--- config.mk ---
export PLATFORM = sky130hd
export DESIGN_NAME = eth_stats_axilite
export DESIGN_NICKNAME = d
export VERILOG_FILES = /design/src/rtl/eth_stats_pkg.sv /design/src/rtl/eth_stats_shadow.sv /design/src/rtl/eth_stats_axilite.sv
export SDC_FILE = /design/constraint.sdc
export NUM_CORES = 1
export LEC_CHECK = 0
export CORE_ASPECT_RATIO = 1.2
export CORE_MARGIN = 2
export CORE_UTILIZATION = 49
export DETAILED_ROUTE_END_ITERATION = 6
export PLACE_DENSITY_LB_ADDON = 0.2
export SLEW_MARGIN = 20
export SYNTH_ARGS = -nofsm -noshare
export SYNTH_HDL_FRONTEND = slang
export SYNTH_SLANG_ARGS = --single-unit
--- constraint.sdc ---
create_clock -name clk -period 8.2 [get_ports clk]
set_input_delay 1.64 -clock clk [delete_from_list [all_inputs] [get_ports clk]]
set_output_delay 1.64 -clock clk [all_outputs]
set_load 0.005 [all_outputs]
--- src/rtl/eth_stats_pkg.sv ---
// rtl/eth_stats_pkg.sv - shared types and constants for the eth_stats AXI-Lite slave
package eth_stats_pkg;

    // Read channel: address accept, register select, data return.
    typedef enum logic [1:0] {
        RD_AR     = 2'd0,
        RD_SELECT = 2'd1,
        RD_R      = 2'd2
    } rd_state_t;

    // Write channel: collect AW/W, commit for one cycle, then hold the response.
    typedef enum logic [1:0] {
        WR_IDLE  = 2'd0,
        WR_EXEC  = 2'd1,
        WR_BRESP = 2'd2
    } wr_state_t;

    // Register byte offsets.
    localparam int unsigned REG_ID       = 32'h0;
    localparam int unsigned REG_CTRL     = 32'h4;
    localparam int unsigned REG_STATUS   = 32'h8;
    localparam int unsigned REG_CNT_BASE = 32'hC;

    // CTRL bit positions.
    localparam int CTRL_FREEZE_BIT = 0;
    localparam int CTRL_SNAP_BIT   = 1;
    localparam int CTRL_CLEAR_BIT  = 2;

    // AXI response codes.
    localparam logic [1:0] RESP_OKAY   = 2'b00;
    localparam logic [1:0] RESP_SLVERR = 2'b10;

endpackage

--- src/rtl/eth_stats_shadow.sv ---
// rtl/eth_stats_shadow.sv - snapshot bank holding a frozen copy of all counters
//   clk, rst : clock, asynchronous active-high reset
//   load     : capture d into the bank this cycle
//   d        : live counters, counter i at [i*CNT_W +: CNT_W]
//   q        : held copy, same layout as d
module eth_stats_shadow
    import eth_stats_pkg::*;
#(
    parameter int NUM_CNT = 3,
    parameter int CNT_W   = 32
) (
    input  logic                     clk,
    input  logic                     rst,
    input  logic                     load,
    input  logic [NUM_CNT*CNT_W-1:0] d,
    output logic [NUM_CNT*CNT_W-1:0] q
);

    always_ff @(posedge clk or posedge rst) begin
        if (rst) begin
            q <= '0;
        end else if (load) begin
            q <= d;
        end
    end

endmodule

--- src/rtl/eth_stats_axilite.sv ---
// rtl/eth_stats_axilite.sv - AXI4-Lite slave for datapath packet counters with freeze/snapshot/clear
//   clk, rst       : clock, asynchronous active-high reset
//   s_axi_aw*/w*/b*: write address, data and response channels
//   s_axi_ar*/r*   : read address and data channels
//   cnt_in         : live counters, counter i at [i*CNT_W +: CNT_W]
//   cnt_clear      : one-cycle request to zero the datapath counters
//   frozen         : current CTRL.freeze
module eth_stats_axilite
    import eth_stats_pkg::*;
#(
    parameter int          ADDR_W   = 14,
    parameter int          NUM_CNT  = 3,
    parameter int          CNT_W    = 32,
    parameter logic [31:0] ID_VALUE = 32'h00E7_0001
) (
    input  logic                     clk,
    input  logic                     rst,
    input  logic                     s_axi_awvalid,
    output logic                     s_axi_awready,
    input  logic [ADDR_W-1:0]        s_axi_awaddr,
    input  logic [2:0]               s_axi_awprot,
    input  logic                     s_axi_wvalid,
    output logic                     s_axi_wready,
    input  logic [31:0]              s_axi_wdata,
    input  logic [3:0]               s_axi_wstrb,
    output logic                     s_axi_bvalid,
    input  logic                     s_axi_bready,
    output logic [1:0]               s_axi_bresp,
    input  logic                     s_axi_arvalid,
    output logic                     s_axi_arready,
    input  logic [ADDR_W-1:0]        s_axi_araddr,
    input  logic [2:0]               s_axi_arprot,
    output logic                     s_axi_rvalid,
    input  logic                     s_axi_rready,
    output logic [31:0]              s_axi_rdata,
    output logic [1:0]               s_axi_rresp,
    input  logic [NUM_CNT*CNT_W-1:0] cnt_in,
    output logic                     cnt_clear,
    output logic                     frozen
);

    localparam logic [ADDR_W-1:0] A_ID       = ADDR_W'(REG_ID);
    localparam logic [ADDR_W-1:0] A_CTRL     = ADDR_W'(REG_CTRL);
    localparam logic [ADDR_W-1:0] A_STATUS   = ADDR_W'(REG_STATUS);
    localparam logic [ADDR_W-1:0] A_CNT_BASE = ADDR_W'(REG_CNT_BASE);
    localparam logic [ADDR_W-1:0] A_CNT_END  = ADDR_W'(REG_CNT_BASE + 4 * NUM_CNT);

    // Protection bits and the upper write data/strobe bits carry no meaning here.
    logic unused_bits;
    assign unused_bits = ^{s_axi_awprot, s_axi_arprot, s_axi_wdata[31:3], s_axi_wstrb[3:1]};

    // ------------------------------------------------------------------
    // Control state and shadow bank
    // ------------------------------------------------------------------
    logic                     ctrl_freeze;
    logic                     shadow_load;
    logic [NUM_CNT*CNT_W-1:0] shadow_q;

    eth_stats_shadow #(
        .NUM_CNT (NUM_CNT),
        .CNT_W   (CNT_W)
    ) u_shadow (
        .clk  (clk),
        .rst  (rst),
        .load (shadow_load),
        .d    (cnt_in),
        .q    (shadow_q)
    );

    assign frozen = ctrl_freeze;

    // ------------------------------------------------------------------
    // Read channel
    // ------------------------------------------------------------------
    rd_state_t         rd_state, rd_next;
    logic [ADDR_W-1:0] ar_addr;
    logic              ar_fire;

    always_ff @(posedge clk or posedge rst) begin
        if (rst) begin
            rd_state <= RD_AR;
        end else begin
            rd_state <= rd_next;
        end
    end

    always_comb begin
        rd_next       = rd_state;
        s_axi_arready = 1'b0;
        s_axi_rvalid  = 1'b0;
        case (rd_state)
            RD_AR: begin
                s_axi_arready = 1'b1;
                if (s_axi_arvalid) rd_next = RD_SELECT;
            end
            RD_SELECT: rd_next = RD_R;
            RD_R: begin
                s_axi_rvalid = 1'b1;
                if (s_axi_rready) rd_next = RD_AR;
            end
            default: rd_next = RD_AR;
        endcase
    end

    assign ar_fire = s_axi_arvalid && s_axi_arready;

    always_ff @(posedge clk or posedge rst) begin
        if (rst) begin
            ar_addr <= '0;
        end else if (ar_fire) begin
            ar_addr <= s_axi_araddr;
        end
    end

    // Counters are served from the shadow while frozen so a multi-word read
    // sees one coherent moment in time.
    logic [NUM_CNT*CNT_W-1:0] cnt_view;
    logic [ADDR_W-1:0]        cnt_off;
    logic [CNT_W-1:0]         cnt_sel;
    logic [31:0]              rd_data_nxt;
    logic [1:0]               rd_resp_nxt;

    assign cnt_view = ctrl_freeze ? shadow_q : cnt_in;
    assign cnt_off  = ar_addr - A_CNT_BASE;

    always_comb begin
        cnt_sel = '0;
        for (int i = 0; i < NUM_CNT; i++) begin
            if (cnt_off[ADDR_W-1:2] == (ADDR_W-2)'(i)) cnt_sel = cnt_view[i*CNT_W +: CNT_W];
        end
    end

    always_comb begin
        rd_data_nxt = '0;
        rd_resp_nxt = RESP_OKAY;
        if (ar_addr[1:0] != 2'b00) begin
            rd_resp_nxt = RESP_SLVERR;
        end else if (ar_addr == A_ID) begin
            rd_data_nxt = ID_VALUE;
        end else if (ar_addr == A_CTRL) begin
            rd_data_nxt[CTRL_FREEZE_BIT] = ctrl_freeze;
        end else if (ar_addr == A_STATUS) begin
            rd_data_nxt = {11'd0, 5'(CNT_W - 1), 7'd0, ctrl_freeze, 8'(NUM_CNT)};
        end else if (ar_addr >= A_CNT_BASE && ar_addr < A_CNT_END) begin
            rd_data_nxt[CNT_W-1:0] = cnt_sel;
        end else begin
            rd_resp_nxt = RESP_SLVERR;
        end
    end

    always_ff @(posedge clk or posedge rst) begin
        if (rst) begin
            s_axi_rdata <= '0;
            s_axi_rresp <= RESP_OKAY;
        end else if (rd_state == RD_SELECT) begin
            s_axi_rdata <= rd_data_nxt;
            s_axi_rresp <= rd_resp_nxt;
        end
    end

    // ------------------------------------------------------------------
    // Write channel
    // ------------------------------------------------------------------
    wr_state_t         wr_state, wr_next;
    logic              aw_held, w_held;
    logic [ADDR_W-1:0] aw_addr;
    logic [2:0]        w_data;
    logic              w_strb0;
    logic              aw_fire, w_fire;
    logic              wr_hit_ctrl, commit_en;

    always_ff @(posedge clk or posedge rst) begin
        if (rst) begin
            wr_state <= WR_IDLE;
        end else begin
            wr_state <= wr_next;
        end
    end

    // A channel captured earlier keeps its ready low until the commit, so
    // AW and W can arrive in either order or together.
    always_comb begin
        wr_next       = wr_state;
        s_axi_awready = 1'b0;
        s_axi_wready  = 1'b0;
        s_axi_bvalid  = 1'b0;
        case (wr_state)
            WR_IDLE: begin
                s_axi_awready = !aw_held;
                s_axi_wready  = !w_held;
                if ((aw_held || s_axi_awvalid) && (w_held || s_axi_wvalid)) wr_next = WR_EXEC;
            end
            WR_EXEC: wr_next = WR_BRESP;
            WR_BRESP: begin
                s_axi_bvalid = 1'b1;
                if (s_axi_bready) wr_next = WR_IDLE;
            end
            default: wr_next = WR_IDLE;
        endcase
    end

    assign aw_fire = s_axi_awvalid && s_axi_awready;
    assign w_fire  = s_axi_wvalid && s_axi_wready;

    always_ff @(posedge clk or posedge rst) begin
        if (rst) begin
            aw_held <= 1'b0;
            w_held  <= 1'b0;
            aw_addr <= '0;
            w_data  <= '0;
            w_strb0 <= 1'b0;
        end else if (wr_state == WR_EXEC) begin
            aw_held <= 1'b0;
            w_held  <= 1'b0;
        end else begin
            if (aw_fire) begin
                aw_held <= 1'b1;
                aw_addr <= s_axi_awaddr;
            end
            if (w_fire) begin
                w_held  <= 1'b1;
                w_data  <= s_axi_wdata[2:0];
                w_strb0 <= s_axi_wstrb[0];
            end
        end
    end

    // Only CTRL is writable; an exact match also rejects unaligned offsets.
    assign wr_hit_ctrl = (aw_addr == A_CTRL);
    assign commit_en   = (wr_state == WR_EXEC) && wr_hit_ctrl && w_strb0;

    // Entering freeze captures the counters so the frozen view starts from now.
    assign shadow_load = commit_en &&
                         (w_data[CTRL_SNAP_BIT] || (w_data[CTRL_FREEZE_BIT] && !ctrl_freeze));

    always_ff @(posedge clk or posedge rst) begin
        if (rst) begin
            ctrl_freeze <= 1'b0;
            cnt_clear   <= 1'b0;
            s_axi_bresp <= RESP_OKAY;
        end else begin
            cnt_clear <= commit_en && w_data[CTRL_CLEAR_BIT];
            if (commit_en) ctrl_freeze <= w_data[CTRL_FREEZE_BIT];
            if (wr_state == WR_EXEC) s_axi_bresp <= wr_hit_ctrl ? RESP_OKAY : RESP_SLVERR;
        end
    end

endmodule

==> key figures <==
Placed design
  • # placed instances: 1030
  • Routability Congestion: 0.763
  • DP Area: 10100 um2
  • Placed wire-length estimate: 13500 um
  • Number of port buffers: 175

Clock tree
  • Reg clk slew, reported paths: 60 ps
  • Clk buf depth: 2
  • CTS resizes: 0
  • CTS Sinks: 170
  • H-tree Lvls: 4
  • Total CTS buffers: 17
  • Post-CTS setup buffers: 0
  • Worst skew pair latency: 430 ps
  • Root Buffer: clkbuf_16
  • TritonCTS clock tree: built
  • Cts hold-fix bufs: 0

Timing
  • Crit share post-route: 0.451
  • Final setup fails: 0
  • Rel. slew slack: 0.309
  • Hold Violations, Final: 0
  • Setup_tns: 0 ps
  • Slew Limit Fails: 0
  • Max Freq: 0.270 GHz
  • Minimum clock period after layout: 3700 ps
  • RSZ-0062 raised after global routing: false
  • Final Skew: 8.82 ps
  • Worst-margin pin slew: 1030 ps
  • Final hold slack: 480 ps

Logic synthesis
  • Synth Area in XOR/XNOR: 0
  • Synth Area in Simple Gates: 0.0816
  • Synth area leaders: dfrtp_1, mux2_2, mux2i_1
  • Seq/Total Area, Yosys: 0.516
  • Async SR Flop Fraction: 1.00
  • Synthesized flop and latch total: 170
  • Yosys top cell by area: dfrtp_1
  • Syn Area/Cell: 12.0 um2
  • Yosys cell types: 38
  • Synth top area share: 0.516
  • Largest family of logic cells by synthesized area: multiplexers
  • Cell area after synthesis: 8250 um2
  • Mux cell area share after synthesis: 0.265
  • Synth Area in Adders: 0
  • Most used DFF post-synth: dfrtp_1
  • Syn Inst Count: 688
  • Compound-Gate Fraction of Synth Area: 0.103
  • Yosys warns: 0
  • Number of synthesized flops with an enable pin: 0

Routing
  • Vias per cell: 5.58
  • Final ANT Viol Nets: 0
  • Wirelength per Cell: 19.3 um
  • Drt first pass iters: 4
  • Initial DRC Count: 289
  • Residual DRC: 0
  • DR vias: 5930
  • DRT Wirelength: 20500 um

Finish
  • Highest-count cells in the layout ignoring fill and taps: clkdlybuf4s50_1, dfrtp_1, mux2_2, mux2i_1, nor2_1
  • Post-Layout Cell Count: 1062
  • Antenna Cells: 0
  • Most common cell after layout, fill and taps aside: clkdlybuf4s50_1
  • Fin nets: 1010
  • Final Cell Area: 10700 um2
  • Syn-to-layout area delta: 30.0%
  • Layout cells sized above 1: 0.240

Floorplan
  • Die area: 17900 um2
  • FP Rows: 51
  • Die width: 122 um
  • I/O pins: 216
  • Initial core utilization: 0.505
  • Core area: 16300 um2
  • Die Span Y: 146 um

Worst setup path
  • CP top delay family: flip-flops
  • Critical path class: reg2out
  • Arrival @ worst endpoint: 2060 ps
  • CP peak stage delay: 960 ps
  • Worst Setup End Kind: primary output
  • WP data required: 6560 ps
  • Cells along the critical path: clkdlybuf4s50_1
  • Worst-path fanout max: 56
  • Worst Path Buf+Inv: 1
  • Critical Path Source: frozen
  • R2R Path Start: aw_addr[11]
  • Critical path's slowest cell: dfrtp_4
  • Crit start category: register

Worst hold path
  • Hold path startpoint: w_data[2]
  • HP Class: reg2reg

Pwr
  • Peak VDD IR: 222 uV
  • Final total power: 0.00237 W
  • Cell Pwr Density: 221 nW/um2
  • Leakage power: 4.50 nW

Global route
  • First-pass GRT wire length: 32800 um
  • Largest net degree at the start of global routing: 89
  • Global route overflow: 0
  • Gr usage total: 0.237
  • Vias in the first global route: 6320
  • Initial antenna violation count: 0

Outcome
  • Status: complete, no violations

Run
  • Maxcap violations: 0
==> area by class of cell <==
cell class	instances	area, um2
fillers	1300	5610
flip-flops and latches	170	4260
multi-input cells	458	3730
repair buffers	182	1810
clock buffers	22	484
well taps	212	265
clock inverters	10	140
inverters	8	35.0
==> logic make-up after synthesis <==
group                  after synthesis
AOI/OAI and AO/OA                  119
buffers and inverters               61
DFF                                170
muxes                              201
other                                1
and+or+nand+nor                    136
==> stage by stage <==
step           utilization  worst slack (ps)
3_5_place_dp         0.618              4330
3_3_place_gp         0.617              4370
2_1_floorplan            -              1960
4_1_cts              0.656              4480
5_1_grt              0.656              4430
6_report             0.656              4500
==> worst register-to-register path, cell delays in order (launching register included) <==
cell,delay (ps)
dfrtp_1,390
nor4_1,520
nand4_1,340
nor3_4,220
buf_4,480
buf_4,730
mux2_2,470
==> flip-flops by register name (all words and copies together), names as in the netlist <==
name,cells
ar_addr,14
rd_state,2
s_axi_rdata,32
u_shadow.q,96
cnt_clear,1
aw_held,1
w_data,3
s_axi_bresp,1
aw_addr,14
s_axi_rresp,1
wr_state,2
w_strb0,1
frozen,1
w_held,1
==> metal layers <==
layer	track usage	vias up	wire [um]
met2	0.408	148	10400
met1	0.284	2995	8430
met5	0	-	0
met4	0.0753	0	356
met3	0.0664	27	1320
li1	-	2760	-
==> path summary, 6_finish.rpt <==
kind                                  end  slack (ps)  cells after the start
max                                frozen        4500                      1
min                             cnt_clear         480                      1
max reg2reg                u_shadow.q[84]        4940                      6
min reg2reg                     cnt_clear         480                      1
max in group asynchronous  u_shadow.q[11]        5170                      3
min in group asynchronous     ar_addr[10]        1720                      2
==> where the power goes <==
| part | switching, W | leakage [nW] | total [W] | internal (W) |
|---|---|---|---|---|
| Sequential | 0.0000765 | 2.28 | 0.00101 | 0.000937 |
| Clock | 0.000330 | 0.298 | 0.000841 | 0.000511 |
| Combinational | 0.000264 | 1.92 | 0.000512 | 0.000248 |
==> synthesized netlist by cell type, drive strengths merged, types with 2 or more instances <==
master	instances
nor3	4
a21oi	39
and2	4
clkbuf	28
nand2b	2
buf	25
a22oi	7
nand2	27
or4	3
o31ai	22
mux2	136
o21ai	15
mux2i	65
nor4b	2
nor2	59
inv	7
a211oi	22
nor4	5
o22ai	11
dfrtp	170
nor2b	24
No activity file was read; power rests on OpenSTA's default activity.
